===== src/rtl/menu_link_tx.sv =====
// rtl/menu_link_tx.sv - UART serializer sending the menu (sel, value) pair to the display board
module menu_link_tx #(
    parameter int CLKS_PER_BIT   = 5208,
    parameter int SEL_W          = 3,
    parameter int VALUE_W        = 4,
    parameter int REFRESH_CYCLES = 50000000
) (
    input  logic               clock,
    input  logic               reset,
    input  logic [SEL_W-1:0]   menu_sel,
    input  logic [VALUE_W-1:0] value,
    input  logic               force_send,
    output logic               tx,
    output logic               busy,
    output logic [7:0]         frames_sent
);
    localparam int PAIR_W = SEL_W + VALUE_W;
    localparam int CNT_W  = (CLKS_PER_BIT > 1) ? $clog2(CLKS_PER_BIT) : 1;
    localparam logic [CNT_W-1:0] BIT_LAST     = CNT_W'(CLKS_PER_BIT - 1);
    localparam logic [31:0]      REFRESH_LAST = 32'(REFRESH_CYCLES - 1);

    localparam logic [1:0] IDLE  = 2'd0;
    localparam logic [1:0] START = 2'd1;
    localparam logic [1:0] DATA  = 2'd2;
    localparam logic [1:0] STOP  = 2'd3;

    logic [1:0]        state;
    logic [CNT_W-1:0]  bit_cnt;
    logic [2:0]        bit_idx;
    logic [7:0]        frame_byte;
    logic [PAIR_W-1:0] last_pair;
    logic              sent_valid;
    logic              pending;
    logic [31:0]       refresh_cnt;

    logic [PAIR_W-1:0] pair;
    logic              refresh_hit;
    logic              send_req;
    logic              latch;
    logic              bit_done;

    assign pair        = {menu_sel, value};
    assign refresh_hit = (REFRESH_CYCLES > 0) && (refresh_cnt == REFRESH_LAST);
    // A request arriving in the same cycle it would be recorded is served directly.
    assign send_req    = !sent_valid || (pair != last_pair) || pending || force_send || refresh_hit;
    assign latch       = (state == IDLE) && send_req;
    assign bit_done    = (bit_cnt == BIT_LAST);

    always_ff @(posedge clock or negedge reset) begin
        if (!reset) begin
            sent_valid  <= 1'b0;
            pending     <= 1'b0;
            last_pair   <= '0;
            refresh_cnt <= '0;
        end else begin
            if (latch) begin
                sent_valid <= 1'b1;
                last_pair  <= pair;
                pending    <= 1'b0;
            end else if (force_send || refresh_hit) begin
                pending <= 1'b1;
            end

            if ((REFRESH_CYCLES == 0) || latch || refresh_hit) begin
                refresh_cnt <= '0;
            end else begin
                refresh_cnt <= refresh_cnt + 32'd1;
            end
        end
    end

    always_ff @(posedge clock or negedge reset) begin
        if (!reset) begin
            state       <= IDLE;
            bit_cnt     <= '0;
            bit_idx     <= '0;
            frame_byte  <= '0;
            tx          <= 1'b1;
            busy        <= 1'b0;
            frames_sent <= '0;
        end else begin
            case (state)
                IDLE: begin
                    if (latch) begin
                        frame_byte <= {1'b1, 7'(pair)};
                        bit_cnt    <= '0;
                        tx         <= 1'b0;
                        busy       <= 1'b1;
                        state      <= START;
                    end
                end
                START: begin
                    if (bit_done) begin
                        bit_cnt <= '0;
                        bit_idx <= '0;
                        tx      <= frame_byte[0];
                        state   <= DATA;
                    end else begin
                        bit_cnt <= bit_cnt + CNT_W'(1);
                    end
                end
                DATA: begin
                    if (bit_done) begin
                        bit_cnt <= '0;
                        if (bit_idx == 3'd7) begin
                            tx    <= 1'b1;
                            state <= STOP;
                        end else begin
                            bit_idx <= bit_idx + 3'd1;
                            tx      <= frame_byte[bit_idx + 3'd1];
                        end
                    end else begin
                        bit_cnt <= bit_cnt + CNT_W'(1);
                    end
                end
                STOP: begin
                    if (bit_done) begin
                        bit_cnt     <= '0;
                        busy        <= 1'b0;
                        frames_sent <= frames_sent + 8'd1;
                        state       <= IDLE;
                    end else begin
                        bit_cnt <= bit_cnt + CNT_W'(1);
                    end
                end
                default: state <= IDLE;
            endcase
        end
    end
endmodule

===== config.mk =====
export PLATFORM = sky130hd
export DESIGN_NAME = menu_link_tx
export DESIGN_NICKNAME = d
export VERILOG_FILES = /design/src/rtl/menu_link_tx.sv
export SDC_FILE = /design/constraint.sdc
export NUM_CORES = 1
export LEC_CHECK = 0
export ABC_CLOCK_PERIOD_IN_PS = 5880
export CELL_PAD_IN_SITES_DETAIL_PLACEMENT = 0
export CELL_PAD_IN_SITES_GLOBAL_PLACEMENT = 1
export CORE_MARGIN = 3
export CORE_UTILIZATION = 51
export CTS_BUF_LIST = sky130_fd_sc_hd__clkbuf_8 sky130_fd_sc_hd__clkbuf_16
export DETAILED_ROUTE_END_ITERATION = 16
export GPL_TIMING_DRIVEN = 0
export PLACE_DENSITY_LB_ADDON = 0.15
export SYNTH_ARGS = -nofsm -noshare
export SYNTH_HDL_FRONTEND = slang
export SYNTH_SLANG_ARGS = --single-unit
export TNS_END_PERCENT = 10

===== constraint.sdc =====
create_clock -name clock -period 5.88 [get_ports clock]
set_input_delay 0.588 -clock clock [delete_from_list [all_inputs] [get_ports clock]]
set_output_delay 0.588 -clock clock [all_outputs]
set_load 0.01 [all_outputs]

== After elaboration in Yosys (flattened, before gate mapping) ==
Cells that the tools add are included.

* Output and inout port bits: 10
* Input port bits: 10
* Bits in registers: 77
* Word-level logic and storage cells: 75

* Reduce and logical (&&, ||, !) cells: 20
* Multiplexer cells: 26
* Eq/ne operators: 13
* Magnitude comparators: 1
* Add/subtract/negate cells: 4

{| class="wikitable"
|+ Operators with widths
! cell !! count
|-
| 32-bit by 1-bit adder with 32-bit output (second input constant) || 1
|-
| 32-bit by 26-bit equality test with 1-bit output (second input constant) || 1
|-
| 32-bit two-way mux || 1
|-
| 13-bit two-way mux || 2
|-
| 13-bit one-hot mux with 2 select lines || 1
|-
| 13-bit by 1-bit adder with 13-bit output (second input constant) || 1
|-
| 13-bit equality test (second input constant) || 1
|-
| 2-bit != test (second input constant) || 6
|-
| 2-bit two-way mux || 5
|-
| 1-bit two-way mux || 9
|-
| 3-bit two-way mux || 3
|-
| 8-bit by 1-bit adder with 8-bit output (second input constant) || 1
|-
| 2-bit one-hot mux with 4 select lines || 1
|-
| 4-bit AND reduction || 2
|-
| 7-bit != test || 1
|-
| 1-bit logical OR || 6
|-
| 3-bit one-hot mux with 2 select lines || 1
|-
| 2-bit nonzero test || 3
|-
| 5-bit AND reduction || 1
|-
| 2-bit equality test (second input constant) || 2
|-
| 3-bit by 4-bit less-than comparator with 1-bit output (second input constant) || 1
|-
| 2-bit AND reduction || 2
|-
| 3-bit by 1-bit adder with 3-bit output (second input constant) || 1
|-
| 1-bit binary-select mux with 3-bit select || 1
|-
| other kinds (10) || 10
|}

== Logic depth before layout (Yosys ltp) ==
* Depth after elaboration: 8
* Gate-level depth with buffers: 8

== Worst setup path after synthesis ==
No wires, ideal clock.

* Path type: reg-to-reg
* Start point: register bit_cnt[5]
* End point: register tx
* Setup slack: 3.656 ns
* Stages on the path, launching flop included: 7
* Library setup time: 0.085 ns
* Required time: 5.795 ns
* Buffers on the path: 1
* Arrival time: 2.139 ns
* Cells stage by stage: dfrtp_1 -> or4b_1 -> buf_2 -> or4_4 -> a21boi_1 -> a21oi_2 -> mux2_1

* Word-level cells in the longest chain between the ends: 3

{| class="wikitable"
|+ RTL lines
! what !! RTL line !! RTL
|-
| from (decl) || 28 || <nowiki>logic [CNT_W-1:0] bit_cnt;</nowiki>
|-
| from (signal assigned) || 99 || <nowiki>bit_cnt <= bit_cnt + CNT_W'(1);</nowiki>
|-
| from (signal assigned) || 113 || <nowiki>bit_cnt <= bit_cnt + CNT_W'(1);</nowiki>
|-
| from (signal assigned) || 123 || <nowiki>bit_cnt <= bit_cnt + CNT_W'(1);</nowiki>
|-
| 13-bit equality test * || 47 || <nowiki>assign bit_done = (bit_cnt == BIT_LAST);</nowiki>
|-
| 2-bit != test (no source line) || - ||
|-
| 4-bit AND reduction (no source line) * || - ||
|-
| to (signal assigned) || 96 || <nowiki>tx <= frame_byte[0];</nowiki>
|-
| to (signal assigned) || 110 || <nowiki>tx <= frame_byte[bit_idx + 3'd1];</nowiki>
|-
| to (decl) || 13 || <nowiki>output logic tx,</nowiki>
|}

Every way passes the cells marked *; elsewhere a longest branch is shown, timed or not.
A chain may end at the register's enable or synchronous reset.

== Worst setup path after layout ==
* Start point: input menu_sel[0]
* End point: register bit_cnt[12]

* Word-level cells in the longest chain between the ends: 7

{| class="wikitable"
|+ RTL lines
! what !! RTL line !! RTL
|-
| from (decl) || 10 || <nowiki>input logic [SEL_W-1:0] menu_sel,</nowiki>
|-
| 7-bit != test || 45 || <nowiki>assign send_req = !sent_valid || (pair != last_pair) || pending || force_send || refresh_hit;</nowiki>
|-
| 1-bit logical OR (4 in series) || 45 ||
|-
| 1-bit logical AND || 46 || <nowiki>assign latch = (state == IDLE) && send_req;</nowiki>
|-
| 2-bit != test (no source line) || - ||
|}

No other way between the ends.

==> results.yml <==
timing:
  setup_viol: 0
  finalCriticalPeriod_ns: 2.684
  rsz0062_at_grt: "false"
  post-route-period-util_pct: 45.64
  tns_ns: 0
  max_freq_mhz: 372.6
  setup_ws_ns: 3.196
  worst_pin_slew_ns: 0.8658
  timing_hold_violations_final: 0
  slew_violations: 0
  skew_ns: 0.009216
  slew_headroom_pct: 42.28
synth:
  synthCells: 373
  post-synth-top-count-cell: "dfrtp_1"
  synthDistinctLibCells: 46
  synth.top_cell.area_share_pct: 46.59
  avgSynthCellArea_um2: 9.792
  synth_nets: 393
  ys_ff_latch: 69
  yosysSeqAreaShare_pct: 47.31
  netlist_top_cells_area: "dfrtp_1, xor2_1, nor2_1"
  synth_commonest_cells: "dfrtp_1, nor2_1, xor2_1"
  synth_flop_cell: "dfrtp_1"
  synth_top_cell_by_area: "dfrtp_1"
  yosysWarnings: 0
  synth_edf_count: 0
  netlist_area_um2: 3652
  async_flop_share_pct: 100.0
placed_design:
  gp_congestion: 0.7813
  place_hpwl_um: 5066
  portBuffers: 19
  place_ws_ns: 2.841
status:
  status: "complete, no violations"
critical_path:
  slowest_delay_ns: 0.43
  endpoint_kind: "flop"
  crit_path_start_kind: "input pin"
  cp_num_buf_inv: 3
  cp_common_cell: "clkbuf_1"
  path_cells: "clkdlybuf4s50_1 -> xor2_1 -> nor4_1 -> and4_1 -> clkbuf_1 -> a21o_1 -> clkbuf_1 -> o22ai_1"
  cp_max_fo: 10
  cpLargestDelayFamily: "buffers and inverters"
  crit_slowest_cell: "clkdlybuf4s50_1"
  arrival_ns: 2.90
  cp.required_ns: 6.09
  path_class: "input pin to flop"
cts:
  clock_sinks: 69
  cts-buffers-inserted: 9
  clock_path_buffers: 2
  cts_root_buf: "clkbuf_8"
  holdBufCountCts: 0
  cts_setup_buffers: 0
  cts_resized: 0
  clock_latency_ns: 0.35
  htreeDepth: 3
  cts_tree: "built"
  path_clk_slew_ns: 0.08
route:
  viasPerCell: 5.579
  first_iter_violations: 152
  finalWirelength_um: 7391
  drc: 0
  first_pass_iters: 4
  routedWlPerCell_um: 14.66
  vias: 2812
  drtAntennaViolNets: 0
power:
  intPower_w: 0.0008099
  clockPowerShare_pct: 50.4
  p_sw_w: 0.0002032
  p_per_area_nw_per_um2: 240.0
  power_frac_comb_pct: 2.3
  p_leak_nw: 1.831
  pwr-share-seq_pct: 47.3
  vdd_ir_drop_max_v: 0.0001816
  swShare_pct: 20.06
layout:
  drive_gt1_share_pct: 9.804
  area_delta_synth_final_pct: 15.59
  diodes: 0
  fin_nets: 423
  fill_cells: 601
floorplanning:
  dieWidth_um: 90.63
  die_y_um: 90.63
  ioPinCount: 20
  initial_utilization_pct: 53.17
  die_area_um2: 8213
  coreArea_um2: 6869
  num_rows: 30
grt:
  grt_pass1_vias: 2753
  grt_pass1_wl_um: 13090
  grt_max_degree: 70
  use_met2_pct: 30.51
  busiest_layer: "met2"
  grtUsageMet1_pct: 27.20
  use_met3_pct: 3.417
  grt_overflow: 0
  grt_use_total_pct: 19.43
  antenna_found_initial: 0
min_path:
  hold_class: "input pin to asynchronous set/reset pin"
job:
  drv_cap: 0
[cell families (layout without fill, tap and decap cells)]
family	count (synthesis)	count (layout)	synth area share, %
and+or+nand+nor	143	143	21.10
DFF	69	69	47.31
AOI/OAI and AO/OA	64	64	10.52
xor gates and xnor gates	37	37	8.873
buffers and inverters	34	69	3.666
muxes	16	16	5.105
adders and majority gates	10	10	3.426
[cells in the final DEF (no fill, tap or decap), drive strengths merged, types with 5 or more instances in the layout]
cell type and instances:
dfrtp 68, o22ai 10, inv 22, nor2 39, nor3 6, ha 10
nor4 6, buf 6, nand2 22, nand4 14, and3 14, mux2 11
or3 6, and4 5, xor2 24, o21ai 11, clkbuf 16, nand3 19
xnor2 13, a21oi 25, clkdlybuf4s50 18
[registers in the layout (all words and copies together) (netlist names)]
name,flops
bit_cnt,13
refresh_cnt,32
busy,1
last_pair,7
state,2
frames_sent,8
tx,1
sent_valid,1
bit_idx,3
pending,1
[routing by layer]
layer / share of wire, % / wire length [um]
met5: 0 / 0
met2: 46 / 3429
met4: 1.7 / 124
met3: 3.2 / 238
met1: 49 / 3599
[final cells by class]
cell class / count / area, um2 / area share (%)
clock inverters: 7 / 137.6 / 3.260
clock buffers: 9 / 123.9 / 2.934
well taps: 96 / 120.1 / 2.845
plain buffers: 12 / 51.30 / 1.215
inverters: 22 / 82.58 / 1.956
flip-flops and latches: 69 / 1728 / 40.93
repair buffers: 19 / 187.7 / 4.446
multi-input cells: 270 / 1790 / 42.41
[final timing paths]
kind	start	end	slack, ns	cells past startpoint
max in group asynchronous	reset	last_pair[6]$_DFFE_PN0P_	4.96	1
worst max register to register	refresh_cnt[2]$_DFF_PN0_	refresh_cnt[22]$_DFF_PN0_	3.39	7
worst max-delay path	menu_sel[0]	bit_cnt[12]$_DFFE_PN0P_	3.20	8
worst min register to register	frames_sent[7]$_DFFE_PN0P_	frames_sent[7]$_DFFE_PN0P_	0.47	1
min in group clock	frames_sent[7]$_DFFE_PN0P_	frames_sent[7]$_DFFE_PN0P_	0.47	1
worst min-delay path	reset	refresh_cnt[5]$_DFF_PN0_	0.35	1
[worst reg2reg max path: stages (launching register included)]
cell	delay, ns
dfrtp_1	0.42
nand4_1	0.33
nor2_1	0.40
nand4_1	0.20
clkbuf_1	0.30
o21ai_1	0.32
buf_2	0.32
nor2_1	0.08
[per-stage QoR]
| stage | util [%] | cell area [um2] | cells | power [W] | hold WS (ns) |
|---|---|---|---|---|---|
| after detailed placement | 57.65 | 3960 | 488 | 0.0005129 | 0.4654 |
| after CTS | 61.46 | 4222 | 504 | 0.001020 | 0.3987 |
| final | 61.46 | 4222 | 504 | 0.001013 | 0.3459 |
| after floorplan | - | 3652 | 373 | 0.0004948 | 0.2924 |
| after global routing | 61.46 | 4222 | 504 | 0.001049 | 0.4245 |
| after global placement | 57.69 | 3963 | 488 | 0.0005127 | 0.4618 |
[power by group through the flow]
| stage | combinational (W) | sequential [W] | clock, W |
|---|---|---|---|
| 6_report | 0.0000233 | 0.000479 | 0.000511 |
| 4_1_cts | 0.0000246 | 0.000479 | 0.000516 |
| 5_1_grt | 0.0000270 | 0.000479 | 0.000543 |
| 3_3_place_gp | 0.0000242 | 0.000489 | 0 |
| 3_5_place_dp | 0.0000244 | 0.000488 | 0 |
| 2_1_floorplan | 0.00000695 | 0.000488 | 0 |
Power figures use the tool's default switching activity.
==> patch: new RTL, same settings <==
Change the parameter `CLKS_PER_BIT` from 5208 to 2604.
--- a/src/rtl/menu_link_tx.sv
+++ b/src/rtl/menu_link_tx.sv
@@ -1,5 +1,5 @@
 // rtl/menu_link_tx.sv - UART serializer sending the menu (sel, value) pair to the display board
 module menu_link_tx #(
-    parameter int CLKS_PER_BIT   = 5208,
+    parameter int CLKS_PER_BIT   = 2604,
     parameter int SEL_W          = 3,
     parameter int VALUE_W        = 4,
Check against the original RTL: same outputs for any inputs over 10 cycles, from zero or initial values and one cycle with reset low; that may be too few to reach the edited logic, so the function may still have changed.
==> patch against the original RTL <==
Setup slack worse by 0.15 ns. Synthesized area is 0.79% lower. Sequential cell count is 1 lower. Via count is 0.25% lower. Cell area is 1.9% lower. Wire length is 1.7% lower. Power is 11% lower. Sequential share of layout area is 0.19 points higher.
==> patch: results (changes against the original RTL) <==
[run_status]
run_status=complete, no violations

[final_layout]
diodes=0  ; unchanged
largest_reg_flops=32  ; unchanged
drive_above_1_share_pct=10.1  ; +0.32 points
reg_top3=refresh_cnt (32), bit_cnt (12), frames_sent (8)
fillers=611  ; +1.7%
fin_nets=410  ; -3.1%

[worst_setup_path]
cp-end-kind=flip-flop
reg2reg_from=state[0]$_DFFE_PN0P_
cp.arrival_ns=3.06  ; +0.16 ns
rr_worst_depth=8  ; +1
critPathKind=reg2reg
timing.reg2reg.setup_slack_ns=3.05  ; -0.34 ns
worst-path-max-fanout=10  ; unchanged
r2r-end=bit_cnt[5]$_DFFE_PN0P_

[logic_synthesis]
synth_seq_area_share_pct=47.0  ; -0.31 points
synthesis.yosys.warnings=0  ; unchanged
synth_area_leaders=sky130_fd_sc_hd__dfrtp_1 46%, sky130_fd_sc_hd__xnor2_1 5.1%, sky130_fd_sc_hd__nor2_1 4.2%
postSynthCellCount=360  ; -3.5%
yosys.cell_types.count=48  ; +4.3%
asyncSetResetFlopFracSynth_pct=100  ; unchanged
synth_commonest_cells=67 x sky130_fd_sc_hd__dfrtp_1, 41 x sky130_fd_sc_hd__nor2_1, 25 x sky130_fd_sc_hd__nand2_1
synth_nets=380  ; -3.3%

[cts]
clk_pin_slew_ns=0.07
cts-resized-gates=0  ; unchanged
cts_inserted_buffers=9  ; unchanged
clock_tree.root_cell=sky130_fd_sc_hd__clkbuf_8
number_of_setup_buffers_added_after_cts=0  ; unchanged
clk-insertion-delay-late_ns=0.34
ctsHtreeMaxLevel=3  ; unchanged
clk_path_buf_depth=2  ; unchanged

[route]
avgRoutedWirePerCell_um=14.8  ; +0.90%
first_drt_iteration_drcs=167  ; +9.9%
drt-pass1-iter-count=5  ; +1
drt_wl_total_um=7270  ; -1.7%
dr_total_vias=2805  ; -0.25%

[global_route]
gr-usage-all-layers_pct=19.4  ; -0.021 points
grt_antenna_before_repair=0  ; unchanged
grt_pass1_wl_um=13000  ; -0.69%
grt_start_max_net_pins=69  ; -1.4%
first_global_vias=2711  ; -1.5%

[sta]
setup-tns-final_ns=0  ; unchanged
worst_slew_slack_as_a_fraction_of_its_limit_pct=39.8  ; -2.5 points
finClkSkew_ns=0.00942  ; +0.000202 ns

[placed_design]
numPortBuffers=19  ; unchanged
detailed_placement_wirelength_estimate_um=5000  ; -1.2%
dpl.cell_count=475  ; -2.7%
routabilityCongestion=0.748  ; -4.2%

[power]
power.ir.vdd_worst_v=0.000127  ; -30%
power_leakage_nw=1.73  ; -5.3%

[worst_hold_path]
hold_path_class=in2async

[patch: cell types whose count changed in the layout (fill, tap and decap cells not counted), sizes merged, moves of 6 or more]
cell   change
xor2      -11
a21oi     -11
a22o       +6
o21ai     +14
inv       -13
o22ai     -10
xnor2      +8
[patch: worst min path at each step]
stage / endpoint / slack (ns) / cells after the start
2_1_floorplan: bit_cnt[0]$_DFFE_PN0P_ / 0.29 / 0
3_3_place_gp: refresh_cnt[0]$_DFF_PN0_ / 0.44 / 1
3_5_place_dp: refresh_cnt[0]$_DFF_PN0_ / 0.46 / 1
4_1_cts: bit_cnt[10]$_DFFE_PN0P_ / 0.39 / 1
5_1_grt: frames_sent[7]$_DFFE_PN0P_ / 0.43 / 1
6_report: bit_cnt[7]$_DFFE_PN0P_ / 0.34 / 1
[patch: report_power, final]
part,internal [W],switching [W],leakage [nW]
Combinational,0.0000112,0.0000134,0.741
Sequential,0.000470,0.00000235,0.890
Clock,0.000220,0.000186,0.102
Total,0.000701,0.000202,1.73
[patch: worst max-delay path, stage by stage, from the launching register on]
cell                        delay [ns]
sky130_fd_sc_hd__dfrtp_1          0.43
sky130_fd_sc_hd__inv_1            0.12
sky130_fd_sc_hd__ha_1             0.15
sky130_fd_sc_hd__clkbuf_1         0.31
sky130_fd_sc_hd__inv_1            0.18
sky130_fd_sc_hd__a2111oi_2        0.85
sky130_fd_sc_hd__clkbuf_1         0.43
sky130_fd_sc_hd__o21ai_0          0.17
sky130_fd_sc_hd__o41ai_1          0.09
[patch: final cells by class]
cell class	count	area share [%]
clock buffer	11	3.66
inverter	8	0.725
buffer	8	0.755
sequential	68	41.1
clock inverter	5	1.42
tap	96	2.90
timing repair buffer	19	4.53
multi-input combinational	276	44.9
[patch: metrics by stage]
step	power (W)	hold WS, ns	utilization, %	setup WS [ns]	cell area, um^2
2_1_floorplan	0.000489	0.292	-	3.71	3620
5_1_grt	0.000935	0.430	60.6	2.69	4140
3_3_place_gp	0.000507	0.444	57.6	1.86	3930
6_report	0.000903	0.338	60.6	3.05	4140
3_5_place_dp	0.000507	0.460	57.5	2.83	3930
4_1_cts	0.000912	0.390	60.6	3.02	4140
[patch: logic make-up after synthesis]
kind of cell             synth area share, %
AND/OR/NAND/NOR                         23.5
flip-flops                              47.0
AO/OA/AOI/OAI                           11.6
XOR/XNOR                                8.22
buffers and inverters                   1.69
multiplexers                            4.56
adder cells (fa/ha/maj)                 3.45
[patch: metal layers]
metal | up-vias | global-route usage, % | routed length (um)
li1 | 1383 | - | -
met1 | 1362 | 27.8 | 3660
met2 | 52 | 29.7 | 3260
met3 | 8 | 3.08 | 235
met4 | 0 | 7.65 | 106
met5 | - | 0 | 0
